`src/rtl/nn_pkg.sv`:
```
// Shared defaults, state encoding and activation limits for the neuron datapath.
package nn_pkg;

  localparam int unsigned NN_PROD_W   = 16;
  localparam int unsigned NN_ACC_W    = 32;
  localparam int unsigned NN_N_INPUTS = 784;
  localparam int unsigned NN_OUT_W    = 8;
  localparam int unsigned NN_SHIFT    = 7;

  typedef enum logic [1:0] {
    ST_IDLE   = 2'd0,
    ST_ACCUM  = 2'd1,
    ST_FINISH = 2'd2,
    ST_OUTPUT = 2'd3
  } state_e;

  // Largest positive value of a signed w-bit activation.
  function automatic int unsigned out_max_f(input int unsigned w);
    return (32'd1 << (w - 32'd1)) - 32'd1;
  endfunction

  localparam int unsigned NN_OUT_MAX = out_max_f(NN_OUT_W);

endpackage

```
`src/rtl/neuron_mac_acc_if.sv`:
```
// Start/bias control plus product-in and activation-out streams of one neuron.
interface neuron_mac_acc_if #(
  parameter int unsigned PROD_W = nn_pkg::NN_PROD_W,
  parameter int unsigned OUT_W  = nn_pkg::NN_OUT_W
) ();

  logic                     start;
  logic signed [PROD_W-1:0] bias;
  logic                     in_valid;
  logic                     in_ready;
  logic signed [PROD_W-1:0] prod;
  logic                     out_valid;
  logic                     out_ready;
  logic signed [OUT_W-1:0]  out_data;
  logic                     busy;

  modport master (
    output start, bias, in_valid, prod, out_ready,
    input  in_ready, out_valid, out_data, busy
  );

  modport slave (
    input  start, bias, in_valid, prod, out_ready,
    output in_ready, out_valid, out_data, busy
  );

endinterface

```
`src/rtl/requant_relu.sv`:
```
// Combinational ReLU, arithmetic right-shift requantization and saturation to OUT_W.
module requant_relu
  import nn_pkg::*;
#(
  parameter int unsigned ACC_W = NN_ACC_W,
  parameter int unsigned SHIFT = NN_SHIFT,
  parameter int unsigned OUT_W = NN_OUT_W
) (
  input  logic signed [ACC_W-1:0] sum,
  output logic signed [OUT_W-1:0] act_c
);

  localparam int unsigned OUT_MAX = out_max_f(OUT_W);

  logic signed [ACC_W-1:0] q;

  // Negative sums clamp to zero before shifting, so -1 >>> n never leaks through.
  always_comb begin
    q     = sum >>> SHIFT;
    act_c = '0;
    if (!sum[ACC_W-1]) begin
      if (q > ACC_W'(OUT_MAX)) act_c = OUT_W'(OUT_MAX);
      else                     act_c = q[OUT_W-1:0];
    end
  end

endmodule

```
`src/rtl/neuron_mac_acc.sv`:
```
// Accumulates N_INPUTS signed products, adds bias and emits a ReLU'd, requantized activation.
module neuron_mac_acc
  import nn_pkg::*;
#(
  parameter int unsigned PROD_W   = NN_PROD_W,
  parameter int unsigned ACC_W    = NN_ACC_W,
  parameter int unsigned N_INPUTS = NN_N_INPUTS,
  parameter int unsigned OUT_W    = NN_OUT_W,
  parameter int unsigned SHIFT    = NN_SHIFT
) (
  input  logic             clk,
  input  logic             rst,
  neuron_mac_acc_if.slave  bus
);

  localparam int unsigned CNT_W = $clog2(N_INPUTS + 1);

  state_e                   state_q, state_d;
  logic signed [ACC_W-1:0]  acc_q, acc_d;
  logic [CNT_W-1:0]         cnt_q, cnt_d;
  logic signed [PROD_W-1:0] bias_q, bias_d;
  logic signed [OUT_W-1:0]  out_data_q, out_data_d;
  logic                     out_valid_q, out_valid_d;
  logic                     in_ready_q, in_ready_d;
  logic                     busy_q, busy_d;

  logic signed [ACC_W-1:0]  sum_c;
  logic signed [OUT_W-1:0]  act_c;
  logic                     accept_c;
  logic                     last_c;

  assign sum_c    = acc_q + ACC_W'(bias_q);
  assign accept_c = (state_q == ST_ACCUM) && bus.in_valid && in_ready_q;
  assign last_c   = (cnt_q == CNT_W'(N_INPUTS - 1));

  requant_relu #(
    .ACC_W (ACC_W),
    .SHIFT (SHIFT),
    .OUT_W (OUT_W)
  ) u_requant (
    .sum   (sum_c),
    .act_c (act_c)
  );

  always_comb begin
    state_d    = state_q;
    acc_d      = acc_q;
    cnt_d      = cnt_q;
    bias_d     = bias_q;
    out_data_d = out_data_q;
    case (state_q)
      ST_IDLE: begin
        if (bus.start) begin
          acc_d   = '0;
          cnt_d   = '0;
          bias_d  = bus.bias;
          state_d = ST_ACCUM;
        end
      end
      ST_ACCUM: begin
        // prod is only looked at on an accepted beat, so idle-cycle X stays out of acc.
        if (accept_c) begin
          acc_d = acc_q + ACC_W'(bus.prod);
          cnt_d = cnt_q + CNT_W'(1);
          if (last_c) state_d = ST_FINISH;
        end
      end
      ST_FINISH: begin
        out_data_d = act_c;
        state_d    = ST_OUTPUT;
      end
      ST_OUTPUT: begin
        if (bus.out_ready) state_d = ST_IDLE;
      end
      default: state_d = ST_IDLE;
    endcase
    // Handshake flags follow the next state so they are registered alongside it.
    in_ready_d  = (state_d == ST_ACCUM);
    out_valid_d = (state_d == ST_OUTPUT);
    busy_d      = (state_d != ST_IDLE);
  end

  always_ff @(posedge clk or posedge rst) begin
    if (rst) begin
      state_q     <= ST_IDLE;
      acc_q       <= '0;
      cnt_q       <= '0;
      bias_q      <= '0;
      out_data_q  <= '0;
      out_valid_q <= 1'b0;
      in_ready_q  <= 1'b0;
      busy_q      <= 1'b0;
    end else begin
      state_q     <= state_d;
      acc_q       <= acc_d;
      cnt_q       <= cnt_d;
      bias_q      <= bias_d;
      out_data_q  <= out_data_d;
      out_valid_q <= out_valid_d;
      in_ready_q  <= in_ready_d;
      busy_q      <= busy_d;
    end
  end

  assign bus.in_ready  = in_ready_q;
  assign bus.out_valid = out_valid_q;
  assign bus.out_data  = out_data_q;
  assign bus.busy      = busy_q;

endmodule

```
`src/flat_wrapper.sv`:
```
// flat-port wrapper written by rule: the top's interface ports become plain ports
module neuron_mac_acc_flat import nn_pkg::*;
#(
  parameter int unsigned PROD_W   = NN_PROD_W,
  parameter int unsigned ACC_W    = NN_ACC_W,
  parameter int unsigned N_INPUTS = NN_N_INPUTS,
  parameter int unsigned OUT_W    = NN_OUT_W,
  parameter int unsigned SHIFT    = NN_SHIFT
)
  (clk, rst, bus_start, bus_bias, bus_in_valid, bus_prod, bus_out_ready, bus_in_ready, bus_out_valid, bus_out_data, bus_busy);
  neuron_mac_acc_if #(.PROD_W(PROD_W), .OUT_W(OUT_W)) bus_i ();
  input  logic clk;
  input  logic rst;
  input wire logic [$bits(bus_i.start)-1:0] bus_start;
  input wire logic [$bits(bus_i.bias)-1:0] bus_bias;
  input wire logic [$bits(bus_i.in_valid)-1:0] bus_in_valid;
  input wire logic [$bits(bus_i.prod)-1:0] bus_prod;
  input wire logic [$bits(bus_i.out_ready)-1:0] bus_out_ready;
  output wire logic [$bits(bus_i.in_ready)-1:0] bus_in_ready;
  output wire logic [$bits(bus_i.out_valid)-1:0] bus_out_valid;
  output wire logic [$bits(bus_i.out_data)-1:0] bus_out_data;
  output wire logic [$bits(bus_i.busy)-1:0] bus_busy;
  assign bus_i.start = bus_start;
  assign bus_i.bias = bus_bias;
  assign bus_i.in_valid = bus_in_valid;
  assign bus_i.prod = bus_prod;
  assign bus_i.out_ready = bus_out_ready;
  assign bus_in_ready = bus_i.in_ready;
  assign bus_out_valid = bus_i.out_valid;
  assign bus_out_data = bus_i.out_data;
  assign bus_busy = bus_i.busy;
  neuron_mac_acc #(.PROD_W(PROD_W), .ACC_W(ACC_W), .N_INPUTS(N_INPUTS), .OUT_W(OUT_W), .SHIFT(SHIFT)) u_core (.clk(clk), .rst(rst), .bus(bus_i));
endmodule
```
`config.mk`:
```
export PLATFORM = sky130hd
export DESIGN_NAME = neuron_mac_acc_flat
export DESIGN_NICKNAME = d
export VERILOG_FILES = /design/src/rtl/nn_pkg.sv /design/src/rtl/neuron_mac_acc_if.sv /design/src/rtl/requant_relu.sv /design/src/rtl/neuron_mac_acc.sv /design/src/flat_wrapper.sv
export SDC_FILE = /design/constraint.sdc
export NUM_CORES = 1
export LEC_CHECK = 0
export ABC_AREA = 0
export CAP_MARGIN = 0
export CORE_MARGIN = 2
export CORE_UTILIZATION = 31
export CTS_BUF_LIST = sky130_fd_sc_hd__clkbuf_8
export CTS_CLUSTER_SIZE = 24
export DETAILED_ROUTE_END_ITERATION = 7
export PLACE_DENSITY_LB_ADDON = 0.08
export RECOVER_POWER = 50
export SLEW_MARGIN = 25
export SYNTH_ARGS = -nofsm -noshare
export SYNTH_HDL_FRONTEND = slang
export SYNTH_SLANG_ARGS = --single-unit
```
`constraint.sdc`:
```
create_clock -name clk -period 4.5 [get_ports clk]
set_input_delay 1.125 -clock clk [delete_from_list [all_inputs] [get_ports clk]]
set_output_delay 1.125 -clock clk [all_outputs]
set_load 0.03 [all_outputs]
```
### Word level (Yosys, flattened, before mapping)

Index checks and enable logic that the tools add are counted.
Widths: inputs -> output; s select.

| storage, ports and cells | value |
|---|---|
| bits in registers | 71 |
| output and inout port bits | 11 |

| cells by class | value |
|---|---|
| equality and inequality tests | 8 |
| multiplexer cells | 13 |
| magnitude comparators | 1 |
| reduce and logical (&&, ||, !) cells | 7 |
| add/sub/neg operators | 3 |

Operators with widths:

| operator | number |
|---|---|
| $add 32x16->32 | 2 |
| $mux 32 | 2 |
| $pmux 32 s2 | 1 |
| $gt 32x7->1 const B | 1 |
| $mux 10 | 2 |
| $pmux 10 s2 | 1 |
| $mux 8 | 2 |
| $add 10x1->10 const B | 1 |
| $eq 10x10->1 const B | 1 |
| $mux 2 | 4 |
| $pmux 2 s4 | 1 |
| $eq 2x2->1 const B | 3 |
| $eq 2x1->1 const B | 2 |
| $reduce_bool 2->1 | 2 |
| $reduce_and 3->1 | 1 |
| $logic_and 1x1->1 | 2 |
| $logic_not 2->1 | 1 |
| $ne 2x1->1 const B | 1 |
| $ne 2x2->1 const B | 1 |
| $reduce_and 2->1 | 1 |

### Depth between registers and ports, before layout

| depth | value |
|---|---|
| depth after elaboration | 6 |
| gate-level depth with buffers | 11 |
| gate-level depth less buffers | 11 |

### Modules after synthesis

From an unflattened synthesis, not the netlist that was laid out.

| second synthesis, totals | value |
|---|---|
| cell total of the unflattened synthesis | 683 |
| area, all modules | 6,049.6 um^2 |

By module, submodules not included:

| module | times used | area each (um^2) | cells each |
|---|---|---|---|
| neuron_mac_acc | 1 | 5,921.9 | 659 |
| requant_relu | 1 | 127.6 | 24 |

### Worst setup path after synthesis

OpenSTA, ideal clock, no wires.

| timing | value |
|---|---|
| path kind | input to register |
| start | in bus_prod[12] |
| end | reg u_core.acc_q[29] |
| data required time | 4.431 ns |
| path buffers | 0 |
| stages on the path | 9 |
| path slack | 0.983 ns |
| arrival | 3.448 ns |
| cells stage by stage | ha_1 > a21oi_1 > o211ai_1 > a2111oi_0 > a311oi_1 > nor3_1 > o31ai_1 > or4b_1 > nand3_1 |

| on the way | value |
|---|---|
| longest elaborated chain between the ends | 3 |

RTL lines:

| item | line | RTL |
|---|---|---|
| start: declaration | flat_wrapper.sv:17 | `input wire logic [$bits(bus_i.prod)-1:0] bus_prod;` |
| $add 32x16->32 | neuron_mac_acc.sv:63 | `acc_d = acc_q + ACC_W'(bus.prod);` |
| $mux 32 | neuron_mac_acc.sv:62 | `if (accept_c) begin` |
| $pmux 32 s2 | neuron_mac_acc.sv:51 | `case (state_q)` |
| end signal: assignment | neuron_mac_acc.sv:86 | `acc_q <= '0;` |
| end signal: assignment | neuron_mac_acc.sv:95 | `acc_q <= acc_d;` |
| end: declaration | neuron_mac_acc.sv:19 | `logic signed [ACC_W-1:0] acc_q, acc_d;` |

No other way between the ends. The select of a mux whose other input is x is not followed.
A chain may end at the register's enable or synchronous reset.

### Worst setup path in the final report

| timing | value |
|---|---|
| start | in bus_prod[0] |
| end | reg u_core.acc_q[30] |

The elaborated chain is that of the path after synthesis.

==> results_dict.tcl <==
set metrics [dict create \
    status "finished clean" \
    crit_fanout 3 \
    gp_congestion 0.848 \
    worst_pin_slew_ns 1.38 \
    rsz0062_at_grt "false" \
    synth_nets 772 \
    cts_hold_buf 0 \
    insertion_delay_ns 0.37 \
    cts_resized 0 \
    crit_chain "clkdlybuf4s50_1, ha_1, fa_1, a211oi_1, o21ai_0, nand4_1, a31oi_1, a21oi_1, o311ai_0, o31ai_1, xor2_1, o21ai_0" \
    slew_headroom 0.0773 \
    core_area_mm2 0.0188 \
    cts-root-buf "clkbuf_8" \
    grt_max_degree 38 \
    fin_area_mm2 0.00697 \
    end_kind "register" \
    critPathLaunch "bus_prod[0]" \
    start_kind "primary input" \
    multi_input_area_mm2 0.00404 \
    fin_nets 820 \
    synth.yosys.seq_area_share 0.297 \
    dpl.hpwl_um 13300 \
    critical_path_class "primary input to register" \
    avgRoutedWirePerCell_um 17.3 \
    setup_viol 0 \
    period_minus_slack_ns 3.95 \
    initial_utilization 0.318 \
    nFillCells 1950 \
    num_rows 50 \
    ys_ff_latch 71 \
    powerDensity_mw_per_mm2 641 \
    cts.sinks 71 \
    overflow 0 \
    cts_max_level 3 \
    seqCellArea_mm2 0.00178 \
    setup_tns_ns 0 \
    rr_endpoint "u_core.bus.out_data[1]$_DFFE_PP0P_" \
    drt_iter0_drc 163 \
    r2r-start "u_core.bias_q[15]$_DFFE_PP0P_" \
    fp.dieW_um 143 \
    layout_commonest_cell "dfrtp_1" \
    drc_errors 0 \
    path_clk_slew_ns 0.09 \
    r2r_cells 11 \
    track_usage 0.174 \
    synth_ff_type "dfrtp_1" \
    dr.pass1.iters 4 \
    hold_class "register to register" \
    crit_end "u_core.acc_q[30]$_DFFE_PP0P_" \
    hold_ws_ns 0.491 \
    drive_above_1_share 0.106 \
    syn_inst 672 \
    numCtsBuffers 9 \
    yosys_warnings 0 \
    total_power_mw 4.47 \
    avgSynthCellArea_um2 8.90 \
    critPathMostFrequentCell "o21ai_0" \
    synth-edff-count 0 \
    worstPathRequired_ns 4.78 \
    vias_per_cell 5.29 \
    grt_pass1_vias 5176 \
    io-pin-count 48 \
    timing.final.max_slew_violations 0 \
    cts_setup_buffers 0 \
    crit_path_top_delay_cell "o311ai_0" \
    design.die.area_mm2 0.0204 \
    period_share 0.877 \
    grt_pass1_wl_um 27800 \
    mostFrequentLayoutCells "71 x dfrtp_1, 65 x nand2_1, 62 x ha_1, 60 x a21oi_1, 59 x o21ai_0" \
    port_buffers 47 \
    cap_viol_max_count 0 \
    die_h_um 143 \
    syn_area_mm2 0.00598 \
    totalWireLength_um 17000 \
    rrSetupSlack_ns 0.70 \
    async_flop_share 1.00 \
    critical_path.max_stage_delay_ns 0.51 \
    postLayoutCoreUtil 0.370 \
    antennaDiodeCount 0 \
    synth.distinct_cells 85 \
    cts_tree "built" \
    area_growth_syn_to_layout_pct 16.5 \
    max_freq_mhz 253 \
    fin_worst_skew_ns 0.0145 \
    clockBufferDepth 2 \
    grt_antenna_before_repair 0 \
    power.leakage_nw 3.02 \
    ir_worst_vdd_uv 239 \
    postRouteAntennaNets 0 \
    critPathArrivalTime_ns 4.23 \
    via_count 5206 \
    hold_viol_final 0 \
    dpl_cell_area_mm2 0.00676 \
]
## worst min-delay path by stage
stage | from | to | slack, ns | depth (start not counted)
3_5_place_dp | u_core.bus.out_data[7]$_DFFE_PP0P_ | u_core.bus.out_data[7]$_DFFE_PP0P_ | 0.48 | 1
5_1_grt | u_core.bus.out_data[7]$_DFFE_PP0P_ | u_core.bus.out_data[7]$_DFFE_PP0P_ | 0.52 | 1
6_report | u_core.bus.out_data[7]$_DFFE_PP0P_ | u_core.bus.out_data[7]$_DFFE_PP0P_ | 0.49 | 1
3_3_place_gp | u_core.bus.out_data[7]$_DFFE_PP0P_ | u_core.bus.out_data[7]$_DFFE_PP0P_ | 0.48 | 1
4_1_cts | u_core.bus.out_data[7]$_DFFE_PP0P_ | u_core.bus.out_data[7]$_DFFE_PP0P_ | 0.50 | 1
2_1_floorplan | u_core.acc_q[31]$_DFFE_PP0P_ | u_core.acc_q[31]$_DFFE_PP0P_ | 0.47 | 1
## where the power goes
group | internal, mW | total, mW | switching [mW] | leakage [nW]
Clock | 0.320 | 0.599 | 0.279 | 0.112
Sequential | 0.822 | 1.02 | 0.199 | 0.883
Combinational | 1.19 | 2.85 | 1.65 | 2.03
## flip-flops by register name (all words and copies together), names as in the netlist
name,cells
u_core.bias_q,16
u_core.bus.busy,1
u_core.acc_q,32
u_core.cnt_q,10
u_core.bus.in_ready,1
u_core.bus.out_data,8
u_core.state_q,2
u_core.bus.out_valid,1
## metrics by stage
stage,setup slack (ns),instances
global route,0.392,985
CTS,0.581,985
global placement,0.256,969
finish,0.552,985
floorplan,0.983,672
detailed placement,0.186,969
## worst max-delay path: cells and delay by family
kind | cells | cell delay (ns)
compound gates | 7 | 1.82
buf+inv | 1 | 0.46
fa+ha+maj | 2 | 0.45
simple gates | 1 | 0.21
xor+xnor | 1 | 0.16
## metal layers
metal,share of wire,track usage,vias to the layer above
met1,0.48,0.242,2466
met2,0.45,0.272,96
met4,0.015,0.0422,0
li1,-,-,2629
met5,0,0,-
met3,0.049,0.0399,15
## logic make-up (layout without fill, tap and decap cells)
| group | count (synthesis) | in the layout | synth area share |
|---|---|---|---|
| compound gates | 239 | 239 | 0.268 |
| simple gates | 194 | 194 | 0.164 |
| flops | 71 | 71 | 0.297 |
| fa+ha+maj | 63 | 63 | 0.133 |
| xor+xnor | 48 | 48 | 0.0703 |
| buf+inv | 36 | 89 | 0.0291 |
| mux | 21 | 21 | 0.0389 |
## layout make-up
type	instances	share of cell area
multi-input combinational	565	0.580
clock inverter	7	0.0151
clock buffer	9	0.0178
timing repair buffer	57	0.0774
inverter	16	0.00862
sequential	71	0.255
tap	260	0.0467
## synth_stat cells, drive strengths merged (6+ instances only)
library cell,n,area (µm²)
clkbuf,13,48.8
a31oi,9,62.6
nand4,10,62.6
nor2b,7,46.3
nand3,19,100
xnor2,23,201
xor2,25,219
nor3,18,95.1
and3,8,51.3
ha,62,776
o31ai,9,77.6
mux2,18,203
a21o,25,190
inv,16,60.1
o21a,9,68.8
dfrtp,71,1780
buf,7,65.1
o21ai,61,305
a21oi,61,309
a211oi,10,80.1
nand2,66,250
nor2,37,139
o211ai,6,45.0
No activity file was read; power rests on OpenSTA's default activity.
